`src/rtl/comm_pkg.sv`:
```
// Shared definitions for the transmit-channel arbiter: FSM encoding, default byte width and
// one-hot grant codes.
package comm_pkg;

  localparam int unsigned DataWDefault = 8;

  typedef enum logic [2:0] {
    StIdle  = 3'd0,
    StTxReq = 3'd1,
    StTxAck = 3'd2,
    StUpAck = 3'd3,
    StHold  = 3'd4
  } arb_state_e;

  localparam logic [1:0] GrantNone = 2'b00;
  localparam logic [1:0] Grant0    = 2'b01;
  localparam logic [1:0] Grant1    = 2'b10;

  function automatic logic [1:0] grant_onehot(input logic idx);
    return idx ? Grant1 : Grant0;
  endfunction

endpackage

```
`src/rtl/hsk_watchdog.sv`:
```
// Saturating cycle counter with synchronous clear and count enable; flags expiry on the cycle
// in which the enabled count reaches LIMIT occupied cycles.
module hsk_watchdog #(
  parameter int unsigned LIMIT = 1024
) (
  input  logic in_clk,
  input  logic in_rst_n,
  input  logic in_clear,
  input  logic in_enable,
  output logic out_expire
);

  localparam int unsigned CntW = $clog2(LIMIT + 1);

  logic [CntW-1:0] cnt_q, cnt_d;

  always_comb begin
    cnt_d = cnt_q;
    if (in_clear) begin
      cnt_d = '0;
    end else if (in_enable && (cnt_q != CntW'(LIMIT))) begin
      cnt_d = cnt_q + 1'b1;
    end
  end

  always_ff @(posedge in_clk or negedge in_rst_n) begin
    if (!in_rst_n) begin
      cnt_q <= '0;
    end else begin
      cnt_q <= cnt_d;
    end
  end

  // Count of LIMIT-1 means this is the LIMIT-th cycle spent in the watched state.
  assign out_expire = in_enable && (cnt_q >= CntW'(LIMIT - 1));

endmodule

```
`src/rtl/tx_byte_arbiter.sv`:
```
// Round-robin arbiter sharing one 4-phase byte channel between two sources, with per-frame
// locking and a watchdog against stalled transmitters or abandoned locks.
module tx_byte_arbiter
  import comm_pkg::*;
#(
  parameter int unsigned DATA_W         = DataWDefault,
  parameter int unsigned TIMEOUT_CYCLES = 1024
) (
  input  logic              in_clk,
  input  logic              in_rst_n,
  input  logic [DATA_W-1:0] in_req0_data,
  input  logic              in_req0_hsk_req,
  input  logic              in_req0_lock,
  output logic              out_req0_hsk_ack,
  input  logic [DATA_W-1:0] in_req1_data,
  input  logic              in_req1_hsk_req,
  input  logic              in_req1_lock,
  output logic              out_req1_hsk_ack,
  output logic [DATA_W-1:0] out_data_tx,
  output logic              out_data_tx_hsk_req,
  input  logic              in_data_tx_hsk_ack,
  output logic [1:0]        out_grant,
  output logic              out_busy,
  output logic              out_timeout
);

  arb_state_e        state_q, state_d;
  logic [DATA_W-1:0] data_q, data_d;
  logic [1:0]        grant_q, grant_d;
  logic              owner_q, owner_d;
  logic              lock_q, lock_d;
  logic              rr_q, rr_d;
  logic              dreq_q, dreq_d;
  logic              ack0_q, ack0_d;
  logic              ack1_q, ack1_d;
  logic              busy_q, busy_d;
  logic              tmo_q, tmo_d;

  logic              win;
  logic              owner_req;
  logic              owner_lock;
  logic [DATA_W-1:0] owner_data;
  logic              expire;
  logic              wd_clear;
  logic              wd_enable;

  assign owner_req  = owner_q ? in_req1_hsk_req : in_req0_hsk_req;
  assign owner_lock = owner_q ? in_req1_lock : in_req0_lock;
  assign owner_data = owner_q ? in_req1_data : in_req0_data;

  assign wd_clear  = (state_d != state_q);
  assign wd_enable = (state_q == StTxReq) || (state_q == StTxAck) || (state_q == StHold);

  hsk_watchdog #(
    .LIMIT(TIMEOUT_CYCLES)
  ) u_watchdog (
    .in_clk    (in_clk),
    .in_rst_n  (in_rst_n),
    .in_clear  (wd_clear),
    .in_enable (wd_enable),
    .out_expire(expire)
  );

  always_comb begin
    state_d = state_q;
    data_d  = data_q;
    grant_d = grant_q;
    owner_d = owner_q;
    lock_d  = lock_q;
    rr_d    = rr_q;
    tmo_d   = 1'b0;
    win     = 1'b0;

    unique case (state_q)
      StIdle: begin
        if (in_req0_hsk_req || in_req1_hsk_req) begin
          win     = (in_req0_hsk_req && in_req1_hsk_req) ? rr_q : in_req1_hsk_req;
          owner_d = win;
          data_d  = win ? in_req1_data : in_req0_data;
          lock_d  = win ? in_req1_lock : in_req0_lock;
          grant_d = grant_onehot(win);
          state_d = StTxReq;
        end
      end
      StTxReq: begin
        if (in_data_tx_hsk_ack) begin
          state_d = StTxAck;
        end else if (expire) begin
          // Byte is dropped but the source is still acked so it cannot hang.
          tmo_d   = 1'b1;
          lock_d  = 1'b0;
          state_d = StUpAck;
        end
      end
      StTxAck: begin
        if (!in_data_tx_hsk_ack) begin
          state_d = StUpAck;
        end else if (expire) begin
          tmo_d   = 1'b1;
          lock_d  = 1'b0;
          state_d = StUpAck;
        end
      end
      StUpAck: begin
        if (!owner_req) begin
          if (lock_q) begin
            state_d = StHold;
          end else begin
            state_d = StIdle;
            grant_d = GrantNone;
            rr_d    = ~owner_q;
          end
        end
      end
      StHold: begin
        if (owner_req) begin
          data_d  = owner_data;
          lock_d  = owner_lock;
          state_d = StTxReq;
        end else if (expire) begin
          tmo_d   = 1'b1;
          lock_d  = 1'b0;
          grant_d = GrantNone;
          rr_d    = ~owner_q;
          state_d = StIdle;
        end
      end
      default: begin
        state_d = StIdle;
        grant_d = GrantNone;
        lock_d  = 1'b0;
      end
    endcase

    // Outputs are registered copies decoded from the next state.
    dreq_d = (state_d == StTxReq);
    ack0_d = (state_d == StUpAck) && !owner_d;
    ack1_d = (state_d == StUpAck) && owner_d;
    busy_d = (state_d != StIdle);
  end

  always_ff @(posedge in_clk or negedge in_rst_n) begin
    if (!in_rst_n) begin
      state_q <= StIdle;
      data_q  <= '0;
      grant_q <= GrantNone;
      owner_q <= 1'b0;
      lock_q  <= 1'b0;
      rr_q    <= 1'b0;
      dreq_q  <= 1'b0;
      ack0_q  <= 1'b0;
      ack1_q  <= 1'b0;
      busy_q  <= 1'b0;
      tmo_q   <= 1'b0;
    end else begin
      state_q <= state_d;
      data_q  <= data_d;
      grant_q <= grant_d;
      owner_q <= owner_d;
      lock_q  <= lock_d;
      rr_q    <= rr_d;
      dreq_q  <= dreq_d;
      ack0_q  <= ack0_d;
      ack1_q  <= ack1_d;
      busy_q  <= busy_d;
      tmo_q   <= tmo_d;
    end
  end

  assign out_data_tx         = data_q;
  assign out_data_tx_hsk_req = dreq_q;
  assign out_req0_hsk_ack    = ack0_q;
  assign out_req1_hsk_ack    = ack1_q;
  assign out_grant           = grant_q;
  assign out_busy            = busy_q;
  assign out_timeout         = tmo_q;

endmodule

```
`config.mk`:
```
export PLATFORM = sky130hd
export DESIGN_NAME = tx_byte_arbiter
export DESIGN_NICKNAME = d
export VERILOG_FILES = /design/src/rtl/comm_pkg.sv /design/src/rtl/hsk_watchdog.sv /design/src/rtl/tx_byte_arbiter.sv
export SDC_FILE = /design/constraint.sdc
export NUM_CORES = 1
export LEC_CHECK = 0
export ABC_AREA = 1
export CAP_MARGIN = 40
export CORE_UTILIZATION = 47
export DETAILED_ROUTE_END_ITERATION = 6
export GPL_TIMING_DRIVEN = 0
export PLACE_DENSITY = 0.85
export REMOVE_ABC_BUFFERS = 1
export SLEW_MARGIN = 20
export SYNTH_ARGS = -nofsm -noshare
export SYNTH_HDL_FRONTEND = slang
export SYNTH_SLANG_ARGS = --single-unit
export TNS_END_PERCENT = 5
```
`constraint.sdc`:
```
create_clock -name in_clk -period 3.98 [get_ports in_clk]
set_clock_uncertainty 0.15 [all_clocks]
set_input_delay 1.194 -clock in_clk [delete_from_list [all_inputs] [get_ports in_clk]]
set_output_delay 1.194 -clock in_clk [all_outputs]
set_load 0.02 [all_outputs]
```
# Word level (Yosys, flattened, before mapping)
# Index checks and enable logic that the tools add are counted.
# op_classes
add_sub_neg,1
magnitude_cmp,1
mux,45
n_eq_ne,16
n_reduce_logical,19
n_bitwise,3
# op_table
operator,count
$mux 8,4
$mux 3,8
$mux 11,2
$mux 1,19
$ne 2x2->1 const B,8
$pmux 8 s2,1
$pmux 3 s5,1
$mux 2,6
$add 11x1->11 const B,1
$ge 11x10->1 const B,1
$ne 11x11->1 const B,1
$eq 3x2->1 const B,3
$pmux 2 s4,1
$eq 3x1->1 const B,2
$reduce_and 6->1,1
$reduce_bool 2->1,3
$logic_and 1x1->1,5
$pmux 1 s5,1
$reduce_and 5->1,1
$reduce_and 4->1,1
$eq 3x3->1 const B,1
$logic_not 3->1,1
$logic_or 1x1->1,3
$ne 3x3->1,1
7 further kinds,9
# word_totals
reg_bits,32
out_inout_bits,15
input_bits,23
wordCells,97

# Depth between registers and ports, before layout
# depth
depth_word,9
ltp_mapped,14
ltp_nobuf,13

# By module
# A second synthesis with hierarchy kept.
# unflattened
hier_cells,316
area_unflattened_um2,2297.2
# by_module_without_submodules
mod,area_per_inst_um2,cells_per_inst,instances
tx_byte_arbiter,1381.3,196,1
hsk_watchdog,915.9,120,1

# Worst setup path before layout
# OpenSTA, ideal clock, no wires.
# synth_timing
path_kind,input to register
from,input port in_req1_hsk_req
to,register u_watchdog.cnt_q[1]
stages,11
arrival_ns,2.177
setup_slack_ns,1.531
required_ns,3.708
path_cell_list,nand2_1 nand2_2 nand2_1 nand2_1 nor2_8 nand2_4 nand2_1 nand2_1 nand3_2 buf_6 nor2_2
# synth_between
elab_chain_len,5
# synth_rtl
element,line,source
from (decl),tx_byte_arbiter.sv:16,"input logic in_req1_hsk_req,"
$mux 1 or $logic_or 1x1->1 (tied branches),"tx_byte_arbiter.sv:47, tx_byte_arbiter.sv:76",
$mux 3 (on tied branches),"tx_byte_arbiter.sv:116, tx_byte_arbiter.sv:76, tx_byte_arbiter.sv:105",
$pmux 3 s5 (*),tx_byte_arbiter.sv:74,unique case (state_q)
named net state_d[0],tx_byte_arbiter.sv:27,"arb_state_e state_q, state_d;"
$ne 3x3->1 (*),tx_byte_arbiter.sv:51,assign wd_clear = (state_d != state_q);
$mux 11 or $reduce_bool 2->1 (tied branches),--,
to (signal assigned),hsk_watchdog.sv:30,cnt_q <= cnt_d;
to (decl),hsk_watchdog.sv:15,"logic [CntW-1:0] cnt_q, cnt_d;"
# The timed path passes the listed nets; every way through them passes the cells marked *.
# A chain may end at the register's enable or synchronous reset.

# Final worst setup path
# layout_timing
from,input port in_req1_hsk_req
to,register u_watchdog.cnt_q[4]
# The elaborated chain is that of the path after synthesis.

==> reports/qor.csv <==
metric;value;unit
diodes;0;
drt.antenna.violating_nets;0;
setup-tns-final;0;ps
worst-r2r-setup-slack;1430;ps
count_of_nets_after_finishing;335;
ys_top_cells_by_area;sky130_fd_sc_hd__dfrtp_1, sky130_fd_sc_hd__nand2_1, sky130_fd_sc_hd__o211ai_1;
floorplan.die.height;68.82;um
mean_cell_area_of_the_mapped_netlist;7.743;um2
first_global_vias;1788;
tightest_slew;715.8;ps
buffers_inserted_during_post_cts_setup_optimization;0;
ioPinCount;38;
post_synth_top_flop;sky130_fd_sc_hd__dfrtp_1;
post_synth_num_cell_types;29;
end_kind;flip-flop;
worst_hold_startpoint;rr_q$_DFFE_PN0P_;
rr_endpoint;u_watchdog.cnt_q[4]$_DFFE_PN0P_;
final-max-slew-violation-count;0;
ys.warnings.count;0;
timing.reg2reg.worst_path_depth;13;
cp_data_arrival_time;3060;ps
max_cap_viol_count;0;
die_area;4736;um2
tritoncts_num_sinks;32;
fp-row-count;23;
post-synth-top-count-cell;sky130_fd_sc_hd__nand2_1;
synth_edf_count;0;
wl_met2;2345;um
grt_first_pass_wirelength;7665;um
gp_congestion;0.8892;
fraction_of_final_layout_cells_sized_beyond_drive_strength_1;16.13;%
finalWirelength;4757;um
crit-reg2reg-launch;state_q[0]$_DFF_PN0_;
area_growth;22.48;%
number_of_buffers_inserted_during_clock_tree_synthesis;5;
cts_tree;yes;
synth_seq_area_share;38.16;%
route.layer.met1.wl;2214;um
grt_overflow;0;
routed-wl-met3;168;um
clk_transition_reported_paths;70;ps
holdPathStages;2;
crit_path_start_kind;input pin;
yosys-top-cells-count;sky130_fd_sc_hd__nand2_1, sky130_fd_sc_hd__inv_1, sky130_fd_sc_hd__dfrtp_1;
layout_worst_path_cycle_share;75.33;%
die_x;68.82;um
hold_slack;344.9;ps
async_sr_flop_fraction;100.0;%
number_of_antenna_violations_at_the_first_check_in_global_routing;0;
post_detailed_placement_half_perimeter_wirelength;3430;um
highest-signal-layer;met4;
power_leakage;1.202;nW
postSynthRegisterBits;32;
drt_iter0_drc;149;
worst-path-max-fanout;11;
synth_area;2098;um2
post_drt_wl_per_cell;13.21;um
via_per_instance_ratio;5.189;
post_cts_resize_count;0;
holdCritPathClass;flip-flop to flip-flop;
fmax;333.5;MHz
initial_core_util;50.63;%
grtUsageTotal;22.35;%
clk_latency_worst_skew_pair;290;ps
status;finished, final reports clean;
power_density;634.8;nW/um2
final_count_of_hold_timing_violations;0;
area_share_of_the_leading_cell_type_in_the_synthesized_netlist;38.16;%
ctsLongestPathBuffers;2;
core_area;4144;um2
number_of_detailed_routing_iterations_run_before_antenna_repair;4;
worst-endpoint-required;4040;ps
path_class;input pin to flip-flop;
final.min_clock_period;2998;ps
io_buffers;37;
worst_ir_drop_vdd;501.4;uV
drc;0;
cts_hold_repair.buffers;0;
slew_headroom;52.28;%
root_buffer;sky130_fd_sc_hd__clkbuf_8;
grt_setup_unrepaired;no;
synth_area_leader_cell;sky130_fd_sc_hd__dfrtp_1;
postSynthCellCount;271;
grt_max_degree;33;
setup-violations-final;0;
timing.hold.worst_endpoint;rr_q$_DFFE_PN0P_;
route.vias.total;1868;
htree_levels;2;
-- through the flow --
step	worst slack [ps]	power, mW	utilization [%]	cells	cell area (um2)
after CTS	990.0	1.639	62.02	360	2570
after detailed placement	708.7	1.394	60.14	353	2492
final	981.9	1.631	62.02	360	2570
after global routing	863.4	1.757	62.02	360	2570
after global placement	748.0	1.372	60.27	353	2497
after floorplan	1469	1.113	-	266	2064
-- critical path: stages --
cell	delay (ps)
sky130_fd_sc_hd__clkdlybuf4s50_1	500
sky130_fd_sc_hd__nand2_1	100
sky130_fd_sc_hd__nand2_2	170
sky130_fd_sc_hd__nand2_1	140
sky130_fd_sc_hd__nand2_1	190
sky130_fd_sc_hd__nor2_8	70
sky130_fd_sc_hd__nand2_4	70
sky130_fd_sc_hd__nand2_1	50
sky130_fd_sc_hd__nand2_1	90
sky130_fd_sc_hd__nand3_2	300
sky130_fd_sc_hd__nor2_1	180
-- state kept, by name, summed over array words and instances (netlist names), 2 cells and up --
name              flops
out_grant             2
out_data_tx           8
u_watchdog.cnt_q     11
state_q               3
-- power by group --
part,internal [mW],total (mW),switching [mW]
clock,0.119,0.237,0.118
combinational,0.328,0.912,0.584
sequential,0.422,0.483,0.0607
-- final cells by class --
type	instances	area [um2]
Clock buffer	6	72.57
Tap cell	50	62.56
Timing Repair Buffer	37	365.4
Fill cell	361	1574
Clock inverter	1	5.005
Multi-Input combinational cell	193	1110
Sequential cell	32	800.8
Inverter	41	153.9
-- kinds of logic (layout without fill, tap and decap cells) --
group,count (synthesis),in the layout,synth area share [%]
xor+xnor,7,7,2.922
buf+inv,46,85,8.945
compound gates,43,43,13.24
flops,32,32,38.16
simple gates,141,141,35.54
fa+ha+maj,2,2,1.192
-- cell usage in the layout, fill, tap and decap left out, drive strengths merged --
master         synthesis  final
a21boi                 2      2
a21oi                  2      2
a31o                   1      1
buf                    2      1
clkbuf                 3      6
clkdlybuf4s50          0     36
clkinv                 0      1
dfrtp                 32     32
ha                     2      2
inv                   41     41
nand2                 76     76
nand3                 24     24
nand4                  3      3
nor2                  34     34
nor3                   4      4
o2111ai                1      1
o211ai                19     19
o21a                   1      1
o21ai                 17     17
xor2                   7      7
-- worst max path at each step --
stage	startpoint	to	slack, ps	cells after the start
after global placement	in_req0_hsk_req	u_watchdog.cnt_q[4]$_DFFE_PN0P_	750	11
after CTS	in_req1_hsk_req	u_watchdog.cnt_q[9]$_DFFE_PN0P_	990	11
final	in_req1_hsk_req	u_watchdog.cnt_q[4]$_DFFE_PN0P_	980	11
after global routing	in_req0_hsk_req	u_watchdog.cnt_q[9]$_DFFE_PN0P_	860	11
after detailed placement	in_req1_hsk_req	u_watchdog.cnt_q[4]$_DFFE_PN0P_	710	11
after floorplan	in_req1_hsk_req	u_watchdog.cnt_q[4]$_DFFE_PN0P_	1470	9
-- layer usage --
metal,track usage [%],vias to the layer above
li1,-,955
met1,27.78,881
met5,0,-
met4,8.929,0
met3,4.934,4
met2,37.50,28
No activity file was read; power rests on OpenSTA's default activity.
